## src/rtl/stage_mem.sv

```systemverilog
// Memory stage: latches one execute result, runs the data-cache access,
// aligns load data and hands a registered result to write-back.
module stage_mem #(
  parameter int XLEN = 64
) (
  input  logic            clk,
  input  logic            rst,
  input  logic            mem_flush,
  input  logic            in_valid,
  output logic            in_ready,
  input  logic [XLEN-1:0] in_pc,
  input  logic [XLEN-1:0] in_alu_out,
  input  logic [XLEN-1:0] in_memaddr,
  input  logic [XLEN-1:0] in_rs2,
  input  logic [2:0]      in_funct3,
  input  logic            in_mem_read,
  input  logic            in_mem_write,
  input  logic [4:0]      in_rd,
  input  logic            in_reg_write,
  output logic            dc_req,
  output logic            dc_we,
  output logic [XLEN-1:0] dc_addr,
  output logic [XLEN-1:0] dc_wdata,
  output logic [7:0]      dc_wstrb,
  input  logic            dc_req_ready,
  input  logic            dc_resp_valid,
  input  logic [XLEN-1:0] dc_rdata,
  output logic            out_valid,
  input  logic            out_ready,
  output logic [XLEN-1:0] out_pc,
  output logic [4:0]      out_rd,
  output logic            out_reg_write,
  output logic [XLEN-1:0] out_wb_data,
  output logic            out_misalign,
  output logic [XLEN-1:0] out_badaddr
);

  typedef enum logic [2:0] {
    S_IDLE,
    S_ISSUE,
    S_WAIT,
    S_DRAIN,
    S_HOLD
  } state_t;

  state_t          state_q, state_d;
  logic [XLEN-1:0] pc_q, pc_d;
  logic [XLEN-1:0] addr_q, addr_d;
  logic [XLEN-1:0] wdata_q, wdata_d;
  logic [XLEN-1:0] wb_q, wb_d;
  logic [XLEN-1:0] bad_q, bad_d;
  logic [7:0]      wstrb_q, wstrb_d;
  logic [4:0]      rd_q, rd_d;
  logic [2:0]      f3_q, f3_d;
  logic            rw_q, rw_d;
  logic            we_q, we_d;
  logic            mis_q, mis_d;

  logic            accept;
  logic            mem_op;
  logic            mis_in;
  logic [7:0]      size_mask;
  logic [2:0]      off_in;

  function automatic logic [XLEN-1:0] extract(
    input logic [2:0]      f3,
    input logic [2:0]      off,
    input logic [XLEN-1:0] d
  );
    logic [XLEN-1:0] sh;
    logic [XLEN-1:0] r;
    sh = d >> {off, 3'b000};
    case (f3)
      3'b000:  r = {{56{sh[7]}}, sh[7:0]};
      3'b100:  r = {56'd0, sh[7:0]};
      3'b001:  r = {{48{sh[15]}}, sh[15:0]};
      3'b101:  r = {48'd0, sh[15:0]};
      3'b010:  r = {{32{sh[31]}}, sh[31:0]};
      3'b110:  r = {32'd0, sh[31:0]};
      default: r = sh;
    endcase
    return r;
  endfunction

  assign off_in = in_memaddr[2:0];
  assign mem_op = in_mem_read || in_mem_write;

  always_comb begin
    mis_in    = 1'b0;
    size_mask = 8'h01;
    unique case (1'b1)
      in_funct3[1:0] == 2'b01: begin
        mis_in    = in_memaddr[0];
        size_mask = 8'h03;
      end
      in_funct3[1:0] == 2'b10: begin
        mis_in    = |in_memaddr[1:0];
        size_mask = 8'h0F;
      end
      in_funct3[1:0] == 2'b11: begin
        mis_in    = |in_memaddr[2:0];
        size_mask = 8'hFF;
      end
      default: ;
    endcase
  end

  assign in_ready = !mem_flush &&
    (state_q == S_IDLE || (state_q == S_HOLD && out_ready));
  assign accept   = in_valid && in_ready;

  always_comb begin
    state_d = state_q;
    pc_d    = pc_q;
    addr_d  = addr_q;
    wdata_d = wdata_q;
    wb_d    = wb_q;
    bad_d   = bad_q;
    wstrb_d = wstrb_q;
    rd_d    = rd_q;
    f3_d    = f3_q;
    rw_d    = rw_q;
    we_d    = we_q;
    mis_d   = mis_q;
    if (mem_flush) begin
      // An outstanding cache access must still be drained.
      case (state_q)
        S_WAIT, S_DRAIN:
          state_d = dc_resp_valid ? S_IDLE : S_DRAIN;
        default:
          state_d = S_IDLE;
      endcase
    end else begin
      case (state_q)
        S_ISSUE:
          if (dc_req_ready) state_d = S_WAIT;
        S_WAIT:
          if (dc_resp_valid) begin
            state_d = S_HOLD;
            if (we_q) rw_d = 1'b0;
            else wb_d = extract(f3_q, addr_q[2:0], dc_rdata);
          end
        S_DRAIN:
          if (dc_resp_valid) state_d = S_IDLE;
        S_HOLD:
          if (out_ready) state_d = S_IDLE;
        default: ;
      endcase
      if (accept) begin
        pc_d    = in_pc;
        rd_d    = in_rd;
        rw_d    = in_reg_write;
        addr_d  = in_memaddr;
        f3_d    = in_funct3;
        we_d    = in_mem_write;
        wstrb_d = size_mask << off_in;
        wdata_d = in_rs2 << {off_in, 3'b000};
        wb_d    = in_alu_out;
        mis_d   = 1'b0;
        bad_d   = '0;
        if (!mem_op) begin
          state_d = S_HOLD;
        end else if (mis_in) begin
          state_d = S_HOLD;
          mis_d   = 1'b1;
          bad_d   = in_memaddr;
          rw_d    = 1'b0;
        end else begin
          state_d = S_ISSUE;
        end
      end
    end
  end

  always_ff @(posedge clk) begin
    if (rst) begin
      state_q <= S_IDLE;
      pc_q    <= '0;
      addr_q  <= '0;
      wdata_q <= '0;
      wb_q    <= '0;
      bad_q   <= '0;
      wstrb_q <= '0;
      rd_q    <= '0;
      f3_q    <= '0;
      rw_q    <= 1'b0;
      we_q    <= 1'b0;
      mis_q   <= 1'b0;
    end else begin
      state_q <= state_d;
      pc_q    <= pc_d;
      addr_q  <= addr_d;
      wdata_q <= wdata_d;
      wb_q    <= wb_d;
      bad_q   <= bad_d;
      wstrb_q <= wstrb_d;
      rd_q    <= rd_d;
      f3_q    <= f3_d;
      rw_q    <= rw_d;
      we_q    <= we_d;
      mis_q   <= mis_d;
    end
  end

  assign dc_req        = (state_q == S_ISSUE);
  assign dc_we         = we_q;
  assign dc_addr       = {addr_q[XLEN-1:3], 3'b000};
  assign dc_wdata      = wdata_q;
  assign dc_wstrb      = wstrb_q;
  assign out_valid     = (state_q == S_HOLD);
  assign out_pc        = pc_q;
  assign out_rd        = rd_q;
  assign out_reg_write = rw_q;
  assign out_wb_data   = wb_q;
  assign out_misalign  = mis_q;
  assign out_badaddr   = bad_q;

endmodule

```

## config.mk

```make
export PLATFORM = sky130hd
export DESIGN_NAME = stage_mem
export DESIGN_NICKNAME = d
export VERILOG_FILES = /design/src/rtl/stage_mem.sv
export SDC_FILE = /design/constraint.sdc
export NUM_CORES = 1
export LEC_CHECK = 0
export ABC_AREA = 1
export CAP_MARGIN = 25
export CORE_AREA = 3 3 263 265
export DETAILED_ROUTE_END_ITERATION = 10
export DIE_AREA = 0 0 266 268
export SETUP_SLACK_MARGIN = 0.3
export SKIP_CTS_REPAIR_TIMING = 1
export SYNTH_ARGS = -nofsm -noshare
export SYNTH_HDL_FRONTEND = slang
export SYNTH_SLANG_ARGS = --single-unit
```

## constraint.sdc

```tcl
create_clock -name clk -period 1.56 [get_ports clk]
set_input_delay 0.312 -clock clk [delete_from_list [all_inputs] [get_ports clk]]
set_output_delay 0.312 -clock clk [all_outputs]
set_load 0.02 [all_outputs]
```

==> results of run 1 <==
## worst paths after layout
check / from / to / slack [ps] / depth (start not counted)
max reg2reg: addr_q[0] / out_wb_data[48] / -160 / 9
max: state_q[2] / out_valid / -200 / 4
min: rst / out_wb_data[9] / 30 / 2
min reg2reg: addr_q[35] / addr_q[35] / 460 / 2
## worst reg2reg max path: stages, from the launching register on
cell and delay, ps:
dfxtp_4 460, inv_8 70, buf_4 170, nand3_2 70
nand3_2 120, nand3_4 140, nand3_4 220, clkbuf_16 240
nor2_4 70, nor2_2 30
## where the power goes
part	internal (mW)	switching (mW)	leakage (nW)
clock	5.64	3.98	0.655
combinational	4.28	5.01	11.8
sequential	9.55	0.508	2.83
total	19.5	9.50	15.3
## sequential cells by signal (all words and copies together) (netlist names)
signal and cells:
out_reg_write 1, addr_q 64, out_pc 64, state_q 3, out_badaddr 64, out_wb_data 64, f3_q 3, out_rd 5
dc_we 1, dc_wdata 64, dc_wstrb 8, out_misalign 1
## kinds of logic after synthesis
logic type      share of synthesized area [%]
simple gates                             28.2
mux                                     0.493
other cells                            0.0231
flops                                    42.1
compound gates                           19.7
buf+inv                                  9.49
## per-layer routing
metal | routed length (um) | vias to the layer above
li1 | - | 9225
met1 | 32100 | 8744
met2 | 38300 | 792
met3 | 6440 | 137
met4 | 2320 | 2
met5 | 8 | -
## metrics by stage
stage               TNS (ps)  setup slack, ps  hold WS (ps)  total power [mW]
finish                -15680             -197          27.5              29.0
global route          -41760             -261          10.6              30.3
CTS                  -133440             -776          5.81              28.6
detailed placement   -164880             -644           453              18.8
global placement     -161070             -644           449              18.8
floorplan                  0              136           444              14.4
## cell usage in the layout (no fill, tap or decap), types with 14 or more instances in the layout
cell type and count:
nand2_1 624, clkdlybuf4s50_1 334, dfxtp_1 262, dlymetal6s2s_1 254
buf_4 244, nor2_1 230, o21ai_0 159, nand3_1 141
a21oi_1 120, a21oi_2 96, buf_6 96, dfxtp_2 62
clkbuf_16 45, buf_12 43, inv_1 40, a31oi_1 38
o221ai_1 36, nand2_2 31, nor2_4 25, or2_2 25
o21ai_1 23, nand2_4 18, o211ai_1 18, dfxtp_4 18
o21ai_2 14
## layout make-up
class / count / area [sq um]
flip-flops and latches: 342 / 6990
multi-input cells: 1683 / 8650
well taps: 873 / 1090
diodes: 7 / 17.5
fillers: 6723 / 38300
clock inverters: 16 / 149
repair buffers: 981 / 10500
inverters: 53 / 228
clock buffers: 55 / 1180
repair inverters: 1 / 6.26
==> impl_metrics.sql, run 1 <==
INSERT INTO impl_metrics (metric_group, metric, value, unit) VALUES
('timing', 'final_setup_viols', '224', ''),
('floorplan', 'effective_utilization_at_floorplan', '24.2', '%'),
('synth', 'yosysTopAreaCell', 'dfxtp_1', ''),
('clock_network', 'worstSkewPairLatency', '550', 'ps'),
('routing', 'vias_per_cell', '4.71', ''),
('clock_network', 'cts-root-buf', 'clkbuf_16', ''),
('synth', 'ys.warnings.count', '0', ''),
('finish', 'final_cell_count_no_fill', '4011', ''),
('routing', 'detailroute.via_count', '18900', ''),
('grt', 'grt.met2_usage', '35.2', '%'),
('place', 'port_buffers', '673', ''),
('power', 'p_leak', '15.3', 'nW'),
('run', 'maxCapViolations', '0', ''),
('setup_path', 'worstPathCellList', 'inv_2 -> nor3_4 -> buf_6 -> buf_6', ''),
('clock_network', 'clockBufferDepth', '3', ''),
('synth', 'syn-mean-instance-area', '7.01', 'sq um'),
('setup_path', 'worst_path_largest_cell_delay', '350', 'ps'),
('grt', 'global_route_wire_length_before_repair', '112000', 'um'),
('synth', 'yosys.cell_count.top_type', 'nand2_1', ''),
('timing', 'final_min_period_over_clock_period', '113', '%'),
('place', 'dpl.cell_count', '3894', ''),
('clock_network', 'cts.sink_count', '342', ''),
('setup_path', 'crit_path_end_kind', 'primary output', ''),
('finish', 'synthToLayoutAreaGrowth', '77.1', '%'),
('status', 'run_status', 'finished, violations left', ''),
('setup_path', 'crit_path_start_kind', 'flip-flop', ''),
('grt', 'grt_antenna_before_repair', '7', ''),
('grt', 'maximum_number_of_pins_on_one_net_before_global_route_repair', '73', ''),
('finish', 'final_layout_size_suffix_gt1_share', '25.6', '%'),
('setup_path', 'setup.worst_path.class', 'flip-flop to primary output', ''),
('synth', 'synth_seq_cells', '342', ''),
('routing', 'route.antenna.remaining_nets', '0', ''),
('synth', 'ys_seq_area_share', '42.1', '%'),
('finish', 'stdcell_area', '28800', 'sq um'),
('routing', 'detail_route.drc_violations', '0', ''),
('status', 'violated_checks', 'setup timing', ''),
('grt', 'grt_use_total', '20.5', '%'),
('synth', 'post_synth_instance_area', '16200', 'sq um'),
('power', 'max-vdd-ir-drop', '0.691', 'mV'),
('clock_network', 'numCtsBuffers', '40', ''),
('synth', 'synth.distinct_cells', '38', ''),
('grt', 'via_count_of_the_first_global_routing_pass', '17800', ''),
('timing', 'max_slew_violation_count', '0', ''),
('finish', 'final_core_util', '42.9', '%'),
('timing', 'rsz0062_at_grt', 'true', ''),
('timing', 'final.setup_skew', '17.1', 'ps'),
('synth', 'synthTopCellsByCount', 'nand2_1, dfxtp_1, nor2_1', ''),
('timing', 'final-hold-violation-count', '0', ''),
('setup_path', 'critPathRequiredTime', '1250', 'ps'),
('timing', 'tightestPinTransition', '726', 'ps'),
('routing', 'iteration_0_drc_markers', '1619', ''),
('synth', 'synth_async_sr_flop_share', '0', '%'),
('finish', 'fin_nets', '3440', ''),
('floorplan', 'core_area', '67000', 'sq um'),
('clock_network', 'ctsHtreeMaxLevel', '2', ''),
('setup_path', 'crit_family', 'flip-flops', ''),
('timing', 'fin_crit', '1760', 'ps'),
('grt', 'global_route.usage.met3', '5.00', '%'),
('power', 'power_density', '1010', 'nW/um^2'),
('setup_path', 'worst-endpoint-arrival', '1450', 'ps'),
('timing', 'final_critical_path_setup_slack', '-197', 'ps'),
('grt', 'global_route.overflow_total', '0', ''),
('place', 'hpwl', '60500', 'um'),
('place', 'placement.cell_area', '25600', 'sq um'),
('synth', 'number_of_synthesized_flops_with_an_enable_pin', '0', ''),
('routing', 'drt-wirelength-per-cell', '19.7', 'um'),
('place', 'place.gp.congestion', '0.960', ''),
('clock_network', 'clk_pin_slew', '60', 'ps'),
('hold_path', 'hp-class', 'input pin to flip-flop', ''),
('synth', 'synth_cells', '2318', ''),
('synth', 'netlist_top_cells_area', 'dfxtp_1, nand2_1, nor2_1', '');
Note: power is estimated with default switching activity, not from simulation.
==> run 2: changes to the inputs <==
PLACE_DENSITY_LB_ADDON = 0.1   (was not set)
==> run 2 against run 1 <==
The run still ends with setup timing left. Die area stayed put. Combinational power is 0.8% higher. Worst setup slack better by 36 ps. Hold slack better by 180 ps. Clock skew is 5.5 ps higher. Critical path type unchanged. Largest power group unchanged.
==> impl_metrics.sql, run 2 (synthesis gave the netlist of run 1 again) <==
INSERT INTO impl_metrics (metric_group, metric, value, unit) VALUES
('clock_network', 'clk_pin_slew', '60', 'ps'),
('timing', 'tightestPinTransition', '554', 'ps'),
('setup_path', 'worst-endpoint-arrival', '1410', 'ps'),
('finish', 'final_core_util', '43.1', '%'),
('grt', 'via_count_of_the_first_global_routing_pass', '18000', ''),
('setup_path', 'crit_path_start_kind', 'flip-flop', ''),
('grt', 'global_route.usage.met3', '6.45', '%'),
('timing', 'rsz0062_at_grt', 'true', ''),
('floorplan', 'die_y', '268', 'um'),
('power', 'max-vdd-ir-drop', '0.727', 'mV'),
('floorplan', 'effective_utilization_at_floorplan', '24.2', '%'),
('setup_path', 'critPathRequiredTime', '1250', 'ps'),
('power', 'p_leak', '15.2', 'nW'),
('timing', 'final.setup_skew', '22.6', 'ps'),
('routing', 'vias_per_cell', '4.69', ''),
('grt', 'groute.layer.met1.usage', '24.1', '%'),
('clock_network', 'cts_tree', 'done', ''),
('floorplan', 'die_width', '266', 'um'),
('timing', 'whs', '206', 'ps'),
('timing', 'timing.slew.headroom', '62.7', '%'),
('timing', 'final_critical_path_setup_slack', '-161', 'ps'),
('setup_path', 'critical_path_depth', '4', ''),
('setup_path', 'path_buf_inv', '1', ''),
('setup_path', 'worst-r2r-cell-count', '11', ''),
('clock_network', 'ctsHtreeMaxLevel', '2', ''),
('hold_path', 'hp-class', 'input pin to flip-flop', ''),
('grt', 'grt_use_total', '20.7', '%'),
('setup_path', 'cp_max_fo', '3', ''),
('finish', 'synthToLayoutAreaGrowth', '77.6', '%'),
('routing', 'detailroute.via_count', '18600', ''),
('place', 'port_buffers', '673', ''),
('grt', 'global_route_wire_length_before_repair', '113000', 'um'),
('grt', 'global_route.peak_usage_layer', 'met2', ''),
('setup_path', 'setup.worst_path.class', 'flip-flop to primary output', ''),
('routing', 'totalWireLength', '80100', 'um'),
('clock_network', 'clockBufferDepth', '3', ''),
('routing', 'iteration_0_drc_markers', '1210', ''),
('grt', 'grt.met2_usage', '35.8', '%'),
('clock_network', 'cts.sink_count', '342', ''),
('grt', 'global_route.overflow_total', '0', ''),
('timing', 'final_min_period_over_clock_period', '110', '%'),
('setup_path', 'timing.critical_path.mode_cell', 'nor2_4', ''),
('routing', 'route.antenna.remaining_nets', '0', ''),
('finish', 'layout.cells.most_common', 'nand2_1', ''),
('place', 'place.gp.congestion', '0.879', ''),
('timing', 'fin_crit', '1720', 'ps'),
('finish', 'mostFrequentLayoutCells', 'nand2_1, clkdlybuf4s50_1, dfxtp_1', ''),
('status', 'run_status', 'finished, violations left', ''),
('status', 'violated_checks', 'setup timing', ''),
('timing', 'final_setup_viols', '101', ''),
('finish', 'filler_cell_count', '6833', ''),
('grt', 'grt_antenna_before_repair', '22', ''),
('floorplan', 'dieArea', '71300', 'sq um'),
('timing', 'clock.fmax', '581', 'MHz'),
('power', 'power_density', '1010', 'nW/um^2'),
('routing', 'drt_pass_1_iters', '7', ''),
('floorplan', 'core_area', '67000', 'sq um'),
('setup_path', 'slowest_cell_on_the_critical_path', 'dfxtp_4', ''),
('setup_path', 'crit_path_end_kind', 'primary output', ''),
('place', 'hpwl', '60900', 'um'),
('routing', 'drt-wirelength-per-cell', '20.1', 'um'),
('clock_network', 'cts-root-buf', 'clkbuf_16', ''),
('setup_path', 'crit_family', 'flip-flops', ''),
('setup_path', 'worstPathCellList', 'nor2_4 -> nand2_2 -> nor2_4 -> buf_12', ''),
('floorplan', 'top_level_ports', '677', ''),
('hold_path', 'min_path_cells', '3', ''),
('finish', 'fin_nets', '3395', ''),
('clock_network', 'numCtsBuffers', '43', ''),
('floorplan', 'floorplan.rows', '95', ''),
('clock_network', 'worstSkewPairLatency', '570', 'ps'),
('timing', 'final-hold-violation-count', '0', ''),
('routing', 'detail_route.drc_violations', '0', ''),
('run', 'maxCapViolations', '0', ''),
('timing', 'max_slew_violation_count', '0', ''),
('grt', 'maximum_number_of_pins_on_one_net_before_global_route_repair', '99', ''),
('setup_path', 'worst_path_largest_cell_delay', '360', 'ps'),
('finish', 'final_layout_size_suffix_gt1_share', '25.6', '%');
## run 2: cell types whose count changed in the layout (fill, tap and decap cells not counted), moves of 10 or more
cell / delta
nand3_2: +10
nand2_2: +10
nand3_1: -17
nand2_1: -15
a21oi_2: -13
dfxtp_2: +10
buf_4: -47
## run 2: where the power goes
part           total [mW]  internal [mW]  switching (mW)
Clock                9.79           5.79            4.00
Combinational        9.36           4.26            5.10
Sequential           10.0           9.55           0.467
## run 2: per-stage QoR
step                power (mW)  setup TNS, ps  area, sq um  worst slack (ps)  instances
detailed placement        18.7        -156010        25200              -636       3844
finish                    29.2          -7360        28900              -161       3973
floorplan                 14.4              0        16800               136       2320
CTS                       28.7        -133320        26600              -482       3919
global placement          18.6        -147630        25200              -619       3844
global route              30.6         -23490        28900              -253       3971
## run 2: worst reg2reg max path: stages, from the launching register on
cell and delay [ps]:
dfxtp_4 440, inv_8 70, buf_12 150, nand2_8 60
nand3_4 70, nand3_4 100, nand2_2 80, nand2_4 90
nand3_4 180, clkbuf_16 240, nor2_2 80, nor2_1 40
## run 2: final cells by class
type	count	area, sq um	area share (%)
inverter	53	246	0.854
tap	873	1090	3.78
sequential	342	6980	24.2
multi-input combinational	1681	8900	30.9
timing repair buffer	936	10200	35.4
antenna	13	32.5	0.113
clock inverter	10	118	0.408
clock buffer	65	1270	4.40
## run 2: path summary, 6_finish.rpt
| path | end | startpoint | slack [ps] |
|---|---|---|---|
| hold reg to reg | addr_q[43] | addr_q[43] | 460 |
| hold / removal | out_badaddr[58] | rst | 210 |
| setup / recovery | in_ready | state_q[1] | -160 |
| setup reg to reg | out_wb_data[51] | addr_q[0] | -160 |
## run 2: per-layer routing
| metal | vias up | share of wire (%) |
|---|---|---|
| met3 | 138 | 7.9 |
| met5 | - | 0.15 |
| met4 | 16 | 3.3 |
| met1 | 8749 | 40 |
| met2 | 597 | 49 |
| li1 | 9127 | - |
